**config.mk**
```make
export PLATFORM = sky130hd
export DESIGN_NAME = mc_controller
export DESIGN_NICKNAME = d
export VERILOG_FILES = /design/src/rtl/mc_controller.sv
export SDC_FILE = /design/constraint.sdc
export NUM_CORES = 1
export LEC_CHECK = 0
export CAP_MARGIN = 20
export CORE_UTILIZATION = 42
export DETAILED_ROUTE_END_ITERATION = 16
export PLACE_DENSITY = 0.84
export SLEW_MARGIN = 0
export SYNTH_ARGS = -nofsm -noshare
export SYNTH_HDL_FRONTEND = slang
export SYNTH_SLANG_ARGS = --single-unit
```
**constraint.sdc**
```tcl
create_clock -name clk -period 2 [get_ports clk]
set_clock_uncertainty 0.05 [all_clocks]
set_input_delay 0.4 -clock clk [delete_from_list [all_inputs] [get_ports clk]]
set_output_delay 0.4 -clock clk [all_outputs]
set_load 0.03 [all_outputs]
```
**src/rtl/mc_controller.sv**
```systemverilog
// Multicycle ARM-subset control unit: main FSM, ALU decoder, NZCV flags and condition check.
// Define PERF_CNT_EN to add the InstrCount retired/squashed instruction counter output.
module mc_controller (
  input  logic        clk,
  input  logic        reset,
  input  logic [19:0] Instr,
  input  logic [3:0]  ALUFlags,
  output logic        PCWrite,
  output logic        MemWrite,
  output logic        RegWrite,
  output logic        IRWrite,
  output logic        AdrSrc,
  output logic        ALUSrcA,
  output logic [1:0]  ALUSrcB,
  output logic [1:0]  ResultSrc,
  output logic [1:0]  ImmSrc,
  output logic [1:0]  RegSrc,
  output logic [1:0]  ALUControl
`ifdef PERF_CNT_EN
  ,
  output logic [31:0] InstrCount
`endif
);

  typedef enum logic [3:0] {
    S_FETCH, S_DECODE, S_MEMADR, S_MEMREAD, S_MEMWB,
    S_MEMWRITE, S_EXECR, S_EXECI, S_ALUWB, S_BRANCH
  } state_t;

  state_t     state, next_state;
  logic [3:0] cond, rd;
  logic [1:0] op;
  logic [5:0] funct;
  logic [3:0] flags;
  logic       n_f, z_f, c_f, v_f;
  logic       cond_ex, cond_ex_r;
  logic       reg_w, mem_w, next_pc, branch, alu_op, pcs;
  logic [1:0] flag_w;
  logic       unused_rn;

  assign cond      = Instr[19:16];
  assign op        = Instr[15:14];
  assign funct     = Instr[13:8];
  assign rd        = Instr[3:0];
  assign unused_rn = ^Instr[7:4];
  assign {n_f, z_f, c_f, v_f} = flags;

  always_comb begin
    cond_ex = 1'b0;
    case (cond)
      4'b0000: cond_ex = z_f;
      4'b0001: cond_ex = ~z_f;
      4'b0010: cond_ex = c_f;
      4'b0011: cond_ex = ~c_f;
      4'b0100: cond_ex = n_f;
      4'b0101: cond_ex = ~n_f;
      4'b0110: cond_ex = v_f;
      4'b0111: cond_ex = ~v_f;
      4'b1000: cond_ex = c_f & ~z_f;
      4'b1001: cond_ex = ~c_f | z_f;
      4'b1010: cond_ex = (n_f == v_f);
      4'b1011: cond_ex = (n_f != v_f);
      4'b1100: cond_ex = ~z_f & (n_f == v_f);
      4'b1101: cond_ex = z_f | (n_f != v_f);
      4'b1110: cond_ex = 1'b1;
      default: cond_ex = 1'b0;
    endcase
  end

  always_ff @(posedge clk) begin
    if (reset) begin
      state     <= S_FETCH;
      cond_ex_r <= 1'b0;
      flags     <= 4'b0000;
    end else begin
      state <= next_state;
      if (state == S_DECODE)
        cond_ex_r <= cond_ex;
      // Flags move only at the end of execute, so the same instruction's writeback still uses cond_ex_r.
      if ((state == S_EXECR || state == S_EXECI) && cond_ex_r) begin
        if (flag_w[1]) flags[3:2] <= ALUFlags[3:2];
        if (flag_w[0]) flags[1:0] <= ALUFlags[1:0];
      end
    end
  end

  always_comb begin
    next_state = state;
    IRWrite    = 1'b0;
    AdrSrc     = 1'b0;
    ALUSrcA    = 1'b0;
    ALUSrcB    = 2'b00;
    ResultSrc  = 2'b00;
    reg_w      = 1'b0;
    mem_w      = 1'b0;
    next_pc    = 1'b0;
    branch     = 1'b0;
    alu_op     = 1'b0;
    case (state)
      S_FETCH: begin
        IRWrite    = 1'b1;
        ALUSrcA    = 1'b1;
        ALUSrcB    = 2'b10;
        ResultSrc  = 2'b10;
        next_pc    = 1'b1;
        next_state = S_DECODE;
      end
      S_DECODE: begin
        ALUSrcA   = 1'b1;
        ALUSrcB   = 2'b10;
        ResultSrc = 2'b10;
        case (op)
          2'b00:   next_state = funct[5] ? S_EXECI : S_EXECR;
          2'b01:   next_state = S_MEMADR;
          2'b10:   next_state = S_BRANCH;
          default: next_state = S_FETCH;
        endcase
      end
      S_MEMADR: begin
        ALUSrcB    = 2'b01;
        next_state = funct[0] ? S_MEMREAD : S_MEMWRITE;
      end
      S_MEMREAD: begin
        AdrSrc     = 1'b1;
        next_state = S_MEMWB;
      end
      S_MEMWB: begin
        ResultSrc  = 2'b01;
        reg_w      = 1'b1;
        next_state = S_FETCH;
      end
      S_MEMWRITE: begin
        AdrSrc     = 1'b1;
        mem_w      = 1'b1;
        next_state = S_FETCH;
      end
      S_EXECR: begin
        alu_op     = 1'b1;
        next_state = S_ALUWB;
      end
      S_EXECI: begin
        ALUSrcB    = 2'b01;
        alu_op     = 1'b1;
        next_state = S_ALUWB;
      end
      S_ALUWB: begin
        reg_w      = 1'b1;
        next_state = S_FETCH;
      end
      S_BRANCH: begin
        ALUSrcB    = 2'b01;
        ResultSrc  = 2'b10;
        branch     = 1'b1;
        next_state = S_FETCH;
      end
      default: next_state = S_FETCH;
    endcase
  end

  // Unrecognised commands fall back to ADD and therefore still update C/V.
  always_comb begin
    ALUControl = 2'b00;
    flag_w     = 2'b00;
    if (alu_op) begin
      case (funct[4:1])
        4'b0100: ALUControl = 2'b00;
        4'b0010: ALUControl = 2'b01;
        4'b0000: ALUControl = 2'b10;
        4'b1100: ALUControl = 2'b11;
        default: ALUControl = 2'b00;
      endcase
      flag_w[1] = funct[0];
      flag_w[0] = funct[0] & ~ALUControl[1];
    end
  end

  assign ImmSrc   = op;
  assign RegSrc   = {op == 2'b01, op == 2'b10};
  assign pcs      = (rd == 4'd15) & ((op == 2'b00) | ((op == 2'b01) & funct[0]));
  assign MemWrite = mem_w & cond_ex_r;
  assign RegWrite = reg_w & cond_ex_r;
  assign PCWrite  = next_pc | (branch & cond_ex_r) | (reg_w & cond_ex_r & pcs);

`ifdef PERF_CNT_EN
  always_ff @(posedge clk) begin
    if (reset)
      InstrCount <= 32'd0;
    else if (state != S_FETCH && next_state == S_FETCH)
      InstrCount <= InstrCount + 32'd1;
  end
`endif

endmodule

```
======== Yosys cells after proc, flatten, opt, wreduce, memory -nomap -nowiden ========
Cells that the tools add are included.
word-level totals
  register bits after elaboration ......... 9
  output and inout port bits .............. 16
  logic and storage cells ................. 85
cells by class
  equality and inequality tests ........... 30
  multiplexer cells ....................... 18
  bitwise gates (word level) .............. 19
  reductions and logical operators ........ 14
operators with widths
  operator                                              number
  equality test 4 bit (second input constant)           11
  equality test 4 x 3 -> 1 bit (second input constant)  8
  equality test 4 x 2 -> 1 bit (second input constant)  5
  case mux 4 bit (5 select lines)                       1
  case mux 1 bit (15 select lines)                      1
  logical NOT 4 bit                                     3
  case mux 4 bit (3 select lines)                       1
  bitwise AND 1 bit                                     9
  equality test 4 x 1 -> 1 bit (second input constant)  2
  2-to-1 mux 1 bit                                      8
  case mux 2 bit (2 select lines)                       2
  OR reduction 2 bit                                    4
  2-to-1 mux 2 bit                                      3
  case mux 2 bit (3 select lines)                       1
  OR reduction 3 bit                                    2
  inverter 1 bit                                        5
  bitwise OR 1 bit                                      5
  AND reduction 2 bit                                   2
  2-to-1 mux 3 bit                                      1
  equality test 2 x 1 -> 1 bit (second input constant)  1
  equality test 2 bit (second input constant)           1
  logical NOT 2 bit                                     1
  equality test 1 bit                                   1
  logical AND 1 bit                                     1
  2 further kinds                                       2

======== Depth between registers and ports, before layout ========
Gate-level depths: netlist of the first run.
  word-level depth ........................ 8
  mapped depth ............................ 5
  gate-level depth less buffers ........... 4

======== Worst setup path after synthesis of the first run ========
Ideal clock, no wire load.
  path type ............................... flip-flop to output port
  start ................................... register state[2]
  end ..................................... output ResultSrc[0]
  data arrival time ....................... 1630 ps
  data required time ...................... 1550 ps
  setup slack ............................. -80 ps
  cell stages (with the launch flop) ...... 3
  path buffers ............................ 1
  path through ............................ dfxtp_1 > buf_2 > nor4b_1
between the ends
  longest elaborated chain between the ends .. 3
  elaborated cells on any way between the ends .. 6
RTL lines
  what                                                  RTL line  source
  from (decl)                                           30        state_t state, next_state;
  from (signal assigned)                                76        state <= next_state;
  equality test 4 x 1 -> 1 bit (tied with other cells)  99        case (state)
  OR reduction 3 bit (no source line)                   --
  case mux 2 bit (2 select lines) (*)                   99
  to (decl)                                             15        output logic [1:0] ResultSrc,
Mark *: on every way between the ends. The rest lies on a longest branch, timed or not.

======== Worst setup path in the final report of the first run ========
  start ................................... input Instr[14]
  end ..................................... output PCWrite
between the ends
  longest elaborated chain between the ends .. 6
  elaborated cells on any way between the ends .. 7
RTL lines
  what                          RTL line  source
  from (decl)                   6         input logic [19:0] Instr,
  equality test 2 x 1 -> 1 bit  179       assign pcs = (rd == 4'd15) & ((op == 2'b00) | ((op == 2'b01) & funct[0]));
  bitwise AND 1 bit             179
  bitwise OR 1 bit (*)          179
  bitwise AND 1 bit (*)         179
  bitwise AND 1 bit (*)         182       assign PCWrite = next_pc | (branch & cond_ex_r) | (reg_w & cond_ex_r & pcs);
  bitwise OR 1 bit (*)          182
  to (decl)                     8         output logic PCWrite,
Marks and branches as above.

==> results of run 1 <==
placed cells by master, fill, tap and decap left out, types with 4 or more instances in the layout:
cell,instances
xnor2_1,5
clkdlybuf4s50_1,12
nand2_1,10
a21oi_1,9
dlygate4sd2_1,13
nor2_1,13
mux2i_1,5
dfxtp_1,5
buf_4,23
dfxtp_2,4
nand2b_1,4
report_power, final:
group | switching [µW] | internal (µW)
clock network | 68.9 | 77.2
registers | 13.4 | 188
logic | 133 | 119
total | 216 | 384
final cells by class:
| class | count | share of cell area, % |
|---|---|---|
| timing repair buffer | 51 | 33.8 |
| clock buffer | 4 | 2.00 |
| tap | 25 | 2.38 |
| inverter | 3 | 0.857 |
| multi-input combinational | 90 | 46.9 |
| sequential | 9 | 14.1 |
critical path, delay by kind of cell:
kind	cells	cell delay [ns]
simple gates	2	0.36
buf+inv	2	0.41
compound gates	2	0.27
kinds of logic (layout without fill, tap and decap cells):
logic type	Yosys count	count (layout)	share of synthesized area, %
AOI/OAI and AO/OA	26	26	22.4
xor gates and xnor gates	6	6	6.39
buffers and inverters	12	58	7.46
DFF	9	9	21.9
muxes	5	5	6.09
and+or+nand+nor	53	53	35.8
worst paths after layout:
check / start / to / slack [ns] / depth (start not counted)
worst max register to register: state[2]$_SDFF_PP0_ / flags[0]$_SDFFE_PP0P_ / 0.46 / 5
worst min register to register: flags[1]$_SDFFE_PP0P_ / flags[1]$_SDFFE_PP0P_ / 0.50 / 2
worst max-delay path: Instr[14] / PCWrite / 0.1 / 6
worst min-delay path: flags[1]$_SDFFE_PP0P_ / flags[1]$_SDFFE_PP0P_ / 0.50 / 2
registers in the layout, indices dropped and copies added (netlist names):
name / count
flags: 4
state: 4
cond_ex_r: 1
routing by layer:
layer	vias up	global-route usage [%]	part of all wire [%]
li1	493	-	-
met1	457	22.5	40
met2	33	49.9	56
met3	5	3.53	3.2
met4	0	10.0	1.5
met5	-	0	0
stage by stage:
stage | util, % | TNS, ns | hold WS, ns | power, µW
floorplan | - | 0 | 0.418 | 345
global placement | 71.2 | -0.173 | 0.484 | 458
detailed placement | 71.2 | -0.251 | 0.491 | 467
CTS | 72.3 | 0 | 0.502 | 599
global route | 73.7 | 0 | 0.551 | 628
finish | 73.7 | 0 | 0.504 | 599
what timing repair did:
item | in CTS | in global routing
resized for setup | 16 | 8
pin swaps | 4 | 2
endpoints found under the setup margin | 8 | 5
endpoints found under the hold margin | 0 | 0
==> results.md, run 1 <==
- Largest net degree at the start of global routing: 11
- Most frequent cell after synthesis: nor2_1
- Kind of critical path: in2out
- Nets@finish: 184
- Yosys top cell area share: 21.9%
- Critical path peak fanout: 2
- Min Tclk post-route: 1.90 ns
- Fin area: 0.00131 mm²
- Gate Count Post-Synth: 111
- Worst slack at placement: -0.166 ns
- CP max stage delay: 0.24 ns
- Initial DRC Count: 16
- Finished Layout Cells: 182
- Share of cells above drive strength 1: 26.1%
- Worst Tran Pin Value: 0.365 ns
- Vias per inst: 5.43
- Mapped Avg Cell Area: 7.41 µm²
- Die Span X: 46.2 µm
- CTS clk-pin slew, worst paths: 0.06 ns
- Syn Nets: 137
- Yosys top cell by area: dfxtp_1
- Cell Pwr Density: 456 mW/mm²
- Initial Util: 46.1%
- Tcrit/Tclk final: 95.2%
- Die Height: 46.2 µm
- Top post-synthesis cells by area: dfxtp_1 (22%), mux2i_1 (6.1%), nor2_1 (5.9%)
- DRT Wirelength: 2430 µm
- Initial DRT Pass Iterations: 4
- Full die area: 0.00214 mm²
- Worst path cell trace: dlygate4sd2_1 > nor2b_2 > nor4b_4 > o2111ai_1 > a21oi_1 > buf_4
- Post-DRT Antenna Nets: 0
- Final WS setup: 0.0951 ns
- Critical Path AT: 1.45 ns
- Wirelength per Cell: 13.4 µm
- Netlist cell types: 41
- IO Pins: 42
- Core ar.: 0.00178 mm²
- CTS root buf: clkbuf_4
- Crit-path slowest cell: dlygate4sd2_1
- Worst-skew pair later-pin latency: 0.27 ns
- Worst VDD drop: 0.000282 V
- First-pass GRT wire length: 3710 µm
- Antenna diode count: 0
- WP data required: 1.55 ns
- Worst min path class: reg2reg
- Clock sinks: 9
- Layout overhead on the synthesized area: 59.8%
- Vias in the first global route: 921
- Async S/R FF share, synth: 0%
- # fillers: 147
- GP Congestion: 0.855
- Cts hold-fix bufs: 0
- Maxcap violations: 0
- Register area share after synthesis: 21.9%
- Postcts setup bufs: 0
- Gr ovfl total: 0
- Reg area: 185 µm²
- Row count: 15
- Leakage power: 0.000536 µW
- Clock buffer depth: 2
- Run status: completed
- F_max: 525 MHz
- Final Hold Fails: 0
- CTS tree: yes
- RSZ-0062 raised after global routing: no
- CTS Buf Count: 3
- Worst relative slew slack: 75.6%
- Dpl cells: 178
- Detailed Place HPWL: 1950 µm
- Count of final setup violators: 0
- DR DRC count: 0
- Gr usage total: 24.1%
- H-tree levels: 1
- CP startpoint kind: primary input
- Vias: 988
- Top cells by count, synth: nor2_1 (13), nand2_1 (10), a21oi_1 (9), dfxtp_1 (9)
- Number of synthesized register bits: 9
- Post-Syn Area: 822 µm²
- Post-synth EDFFs: 0
- Top FF cell, synth: dfxtp_1
- Port bufs: 37
- Crit end category: primary output
- Antenna violations before repair: 0
- Placed Area: 0.00127 mm²
- Multi-input logic area: 616 µm²
- Max-slew violations: 0
- Ys Warns: 0
Power figures use the tool's default switching activity.
==> run 2: changes to the inputs <==
--- a/config.mk
+++ b/config.mk
@@ -7,9 +7,10 @@
 export LEC_CHECK = 0
 export CAP_MARGIN = 20
 export CORE_UTILIZATION = 42
+export CTS_CLUSTER_DIAMETER = 30
 export DETAILED_ROUTE_END_ITERATION = 16
 export PLACE_DENSITY = 0.84
-export SLEW_MARGIN = 0
+export SLEW_MARGIN = 20
 export SYNTH_ARGS = -nofsm -noshare
 export SYNTH_HDL_FRONTEND = slang
 export SYNTH_SLANG_ARGS = --single-unit
==> results of run 2 <==
No change in the layout: final DEF, timing and power equal those of run 1.
==> run 3: changes to the inputs <==
--- a/config.mk
+++ b/config.mk
@@ -5,7 +5,9 @@
 export SDC_FILE = /design/constraint.sdc
 export NUM_CORES = 1
 export LEC_CHECK = 0
+export ABC_CLOCK_PERIOD_IN_PS = 2000
 export CAP_MARGIN = 20
+export CORE_MARGIN = 4
 export CORE_UTILIZATION = 42
 export CTS_CLUSTER_DIAMETER = 30
 export DETAILED_ROUTE_END_ITERATION = 16
==> results.md, run 3 (synthesized netlist as in run 1, its figures left out) <==
- Wirelength per Cell: 12.7 µm (was 13.4 µm)
- Worst-skew pair later-pin latency: 0.25 ns (was 0.27 ns)
- CP Depth: 4 (was 6)
- R2R cell count: 5 (unchanged)
- # fillers: 143 (was 147)
- Most frequent cells in the layout: buf_4 (24), nor2_1 (13), clkdlybuf4s50_1 (12) (was buf_4 (23), nor2_1 (13), dlygate4sd2_1 (13))
- Maxcap violations: 0 (unchanged)
- Vias per inst: 5.29 (was 5.43)
- Max-slew violations: 0 (unchanged)
- Cell class contributing the biggest share of worst-path delay: flip-flops (was buffers and inverters)
- Final Hold Fails: 0 (unchanged)
- CTS Buf Count: 3 (unchanged)
- Count of final setup violators: 0 (unchanged)
- Antenna violations before repair: 0 (unchanged)
- Die Height: 52.2 µm (was 46.2 µm)
- Detailed Place HPWL: 1930 µm (was 1950 µm)
- Tcrit/Tclk final: 95.7% (was 95.2%)
- Total Power: 593 µW (was 599 µW)
- Crit path to: PCWrite (unchanged)
- RSZ-0062 raised after global routing: no (unchanged)
- Critical Path Source: state[3]$_SDFF_PP0_ (was Instr[14])
- Worst VDD drop: 0.000231 V (was 0.000282 V)
- Worst Tran Pin Value: 0.355 ns (was 0.365 ns)
- Largest net degree at the start of global routing: 10 (was 11)
- Gr ovfl total: 0 (unchanged)
- Leakage power: 0.000561 µW (was 0.000536 µW)
- Nets@finish: 184 (unchanged)
- Worst reg2reg endpoint: cond_ex_r$_SDFFE_PP0P_ (was flags[0]$_SDFFE_PP0P_)
- WP data required: 1.55 ns (about the same)
- Vias: 963 (was 988)
- Row count: 15 (unchanged)
- Die Span X: 52.2 µm (was 46.2 µm)
- CTS tree: yes (unchanged)
- Cts hold-fix bufs: 0 (unchanged)
- Clock buffer depth: 2 (unchanged)
- Run status: completed (unchanged)
- Kind of critical path: reg2out (was in2out)
- Buf/Inv on CP: 2 (unchanged)
- CP startpoint kind: register (was primary input)
- Most common cell after layout, fill and taps aside: buf_4 (unchanged)
- Vias in the first global route: 932 (was 921)
- Initial DRC Count: 5 (was 16)
- Gr usage total: 17.3% (was 24.1%)
- Cell Pwr Density: 447 mW/mm² (was 456 mW/mm²)
- Min Tclk post-route: 1.91 ns (was 1.90 ns)
- Worst hold slack: 0.503 ns (was 0.504 ns)
- DRT Wirelength: 2310 µm (was 2430 µm)
- Initial DRT Pass Iterations: 4 (unchanged)
- CP max stage delay: 0.37 ns (was 0.24 ns)
- Reg2reg start: state[0]$_SDFF_PP0_ (was state[2]$_SDFF_PP0_)
- Largest regs: flags: 4 flops, state: 4 flops, cond_ex_r: 1 flops (unchanged)
- Critical path peak fanout: 9 (was 2)
- CTS clk-pin slew, worst paths: 0.06 ns (about the same)
- Most common cell on crit path: buf_4
- F_max: 522 MHz (was 525 MHz)
- Share of cells above drive strength 1: 26.1% (unchanged)
- Layout overhead on the synthesized area: 61.5% (was 59.8%)
- Crit end category: primary output (unchanged)
- Worst path cell trace: buf_4 > or3_1 > a21oi_1 > buf_4 (was dlygate4sd2_1 > nor2b_2 > nor4b_4 > o2111ai_1 > a21oi_1 > buf_4)
- Worst relative slew slack: 76.3% (was 75.6%)
- Crit-path slowest cell: dfxtp_2 (was dlygate4sd2_1)
- Clock sinks: 9 (unchanged)
- GP Congestion: 0.861 (was 0.855)
- Port bufs: 37 (unchanged)
- Post-DRT Antenna Nets: 0 (unchanged)
- Worst min path class: reg2reg (unchanged)
- Core ar.: 0.00178 mm² (unchanged)
- H-tree levels: 1 (unchanged)
- First-pass GRT wire length: 3740 µm (was 3710 µm)
- Antenna diode count: 0 (unchanged)
- Full die area: 0.00273 mm² (was 0.00214 mm²)
- IO Pins: 42 (unchanged)
- DR DRC count: 0 (unchanged)
- Critical Path AT: 1.46 ns (was 1.45 ns)
- R2R Setup Slk: 0.46 ns (about the same)
- Initial Util: 46.1% (unchanged)
- CTS root buf: clkbuf_4 (unchanged)
run 3: changes by cell type in the layout (fill, tap and decap cells not counted):
cell | before | now
nor3_1 | 2 | 3
nor2b_4 | 0 | 1
nor2b_2 | 1 | 0
nand3_1 | 1 | 0
dfxtp_2 | 4 | 3
dlymetal6s2s_1 | 3 | 6
dlygate4sd2_1 | 13 | 9
nand3_2 | 0 | 1
buf_4 | 23 | 24
nor3_2 | 2 | 1
dfxtp_1 | 5 | 6
run 3: final cells by class:
| type | count | area, µm² | share of cell area [%] |
|---|---|---|---|
| tap | 25 | 31.3 | 2.36 |
| multi-input combinational | 90 | 621 | 46.7 |
| timing repair buffer | 51 | 454 | 34.2 |
| inverter | 3 | 11.3 | 0.848 |
| sequential | 9 | 184 | 13.9 |
| clock buffer | 4 | 26.3 | 1.98 |
run 3: repair_timing:
action / CTS / global route
pin swaps: 2 / 4
buffers inserted: 0 / 0
gates resized for setup: 10 / 13
endpoints found under the setup margin: 7 / 5
run 3: per-layer routing:
metal / part of all wire (%) / routed length, µm / vias up / global-route usage, %
met4: 0 / 0 / 0 / 2.98
met2: 53 / 1230 / 27 / 36.0
met1: 40 / 931 / 443 / 18.2
met3: 6.5 / 150 / 0 / 1.99
met5: 0 / 0 / - / 0
li1: - / - / 493 / -
run 3: where the power goes:
| part | internal (µW) | switching, µW | total [µW] |
|---|---|---|---|
| Combinational | 122 | 132 | 254 |
| Sequential | 187 | 13.8 | 201 |
| Clock | 76.8 | 61.4 | 138 |
| Total | 386 | 207 | 593 |
run 3: worst min-delay path by stage:
stage,from,end,cells past startpoint
2_1_floorplan,reset,cond_ex_r$_SDFFE_PP0P_,1
3_3_place_gp,flags[1]$_SDFFE_PP0P_,flags[1]$_SDFFE_PP0P_,2
3_5_place_dp,flags[1]$_SDFFE_PP0P_,flags[1]$_SDFFE_PP0P_,2
4_1_cts,flags[1]$_SDFFE_PP0P_,flags[1]$_SDFFE_PP0P_,2
5_1_grt,flags[2]$_SDFFE_PP0P_,flags[2]$_SDFFE_PP0P_,2
6_report,flags[2]$_SDFFE_PP0P_,flags[2]$_SDFFE_PP0P_,2
run 3: worst reg2reg max path: stages, from the launching register on:
cell,delay [ns]
dfxtp_1,0.49
buf_4,0.20
nand2b_1,0.12
nor3_2,0.23
mux2i_1,0.25
a311oi_2,0.06
run 3: through the flow:
step | utilization [%] | setup slack (ns) | setup TNS [ns] | cell area (µm²) | instances
2_1_floorplan | - | 0.0212 | 0 | 835 | 111
3_3_place_gp | 71.0 | -0.164 | -0.164 | 1270 | 178
3_5_place_dp | 71.0 | -0.140 | -0.140 | 1270 | 178
4_1_cts | 72.2 | -0.0602 | -0.0602 | 1290 | 182
5_1_grt | 74.5 | 0.0128 | 0 | 1330 | 182
6_report | 74.5 | 0.0856 | 0 | 1330 | 182
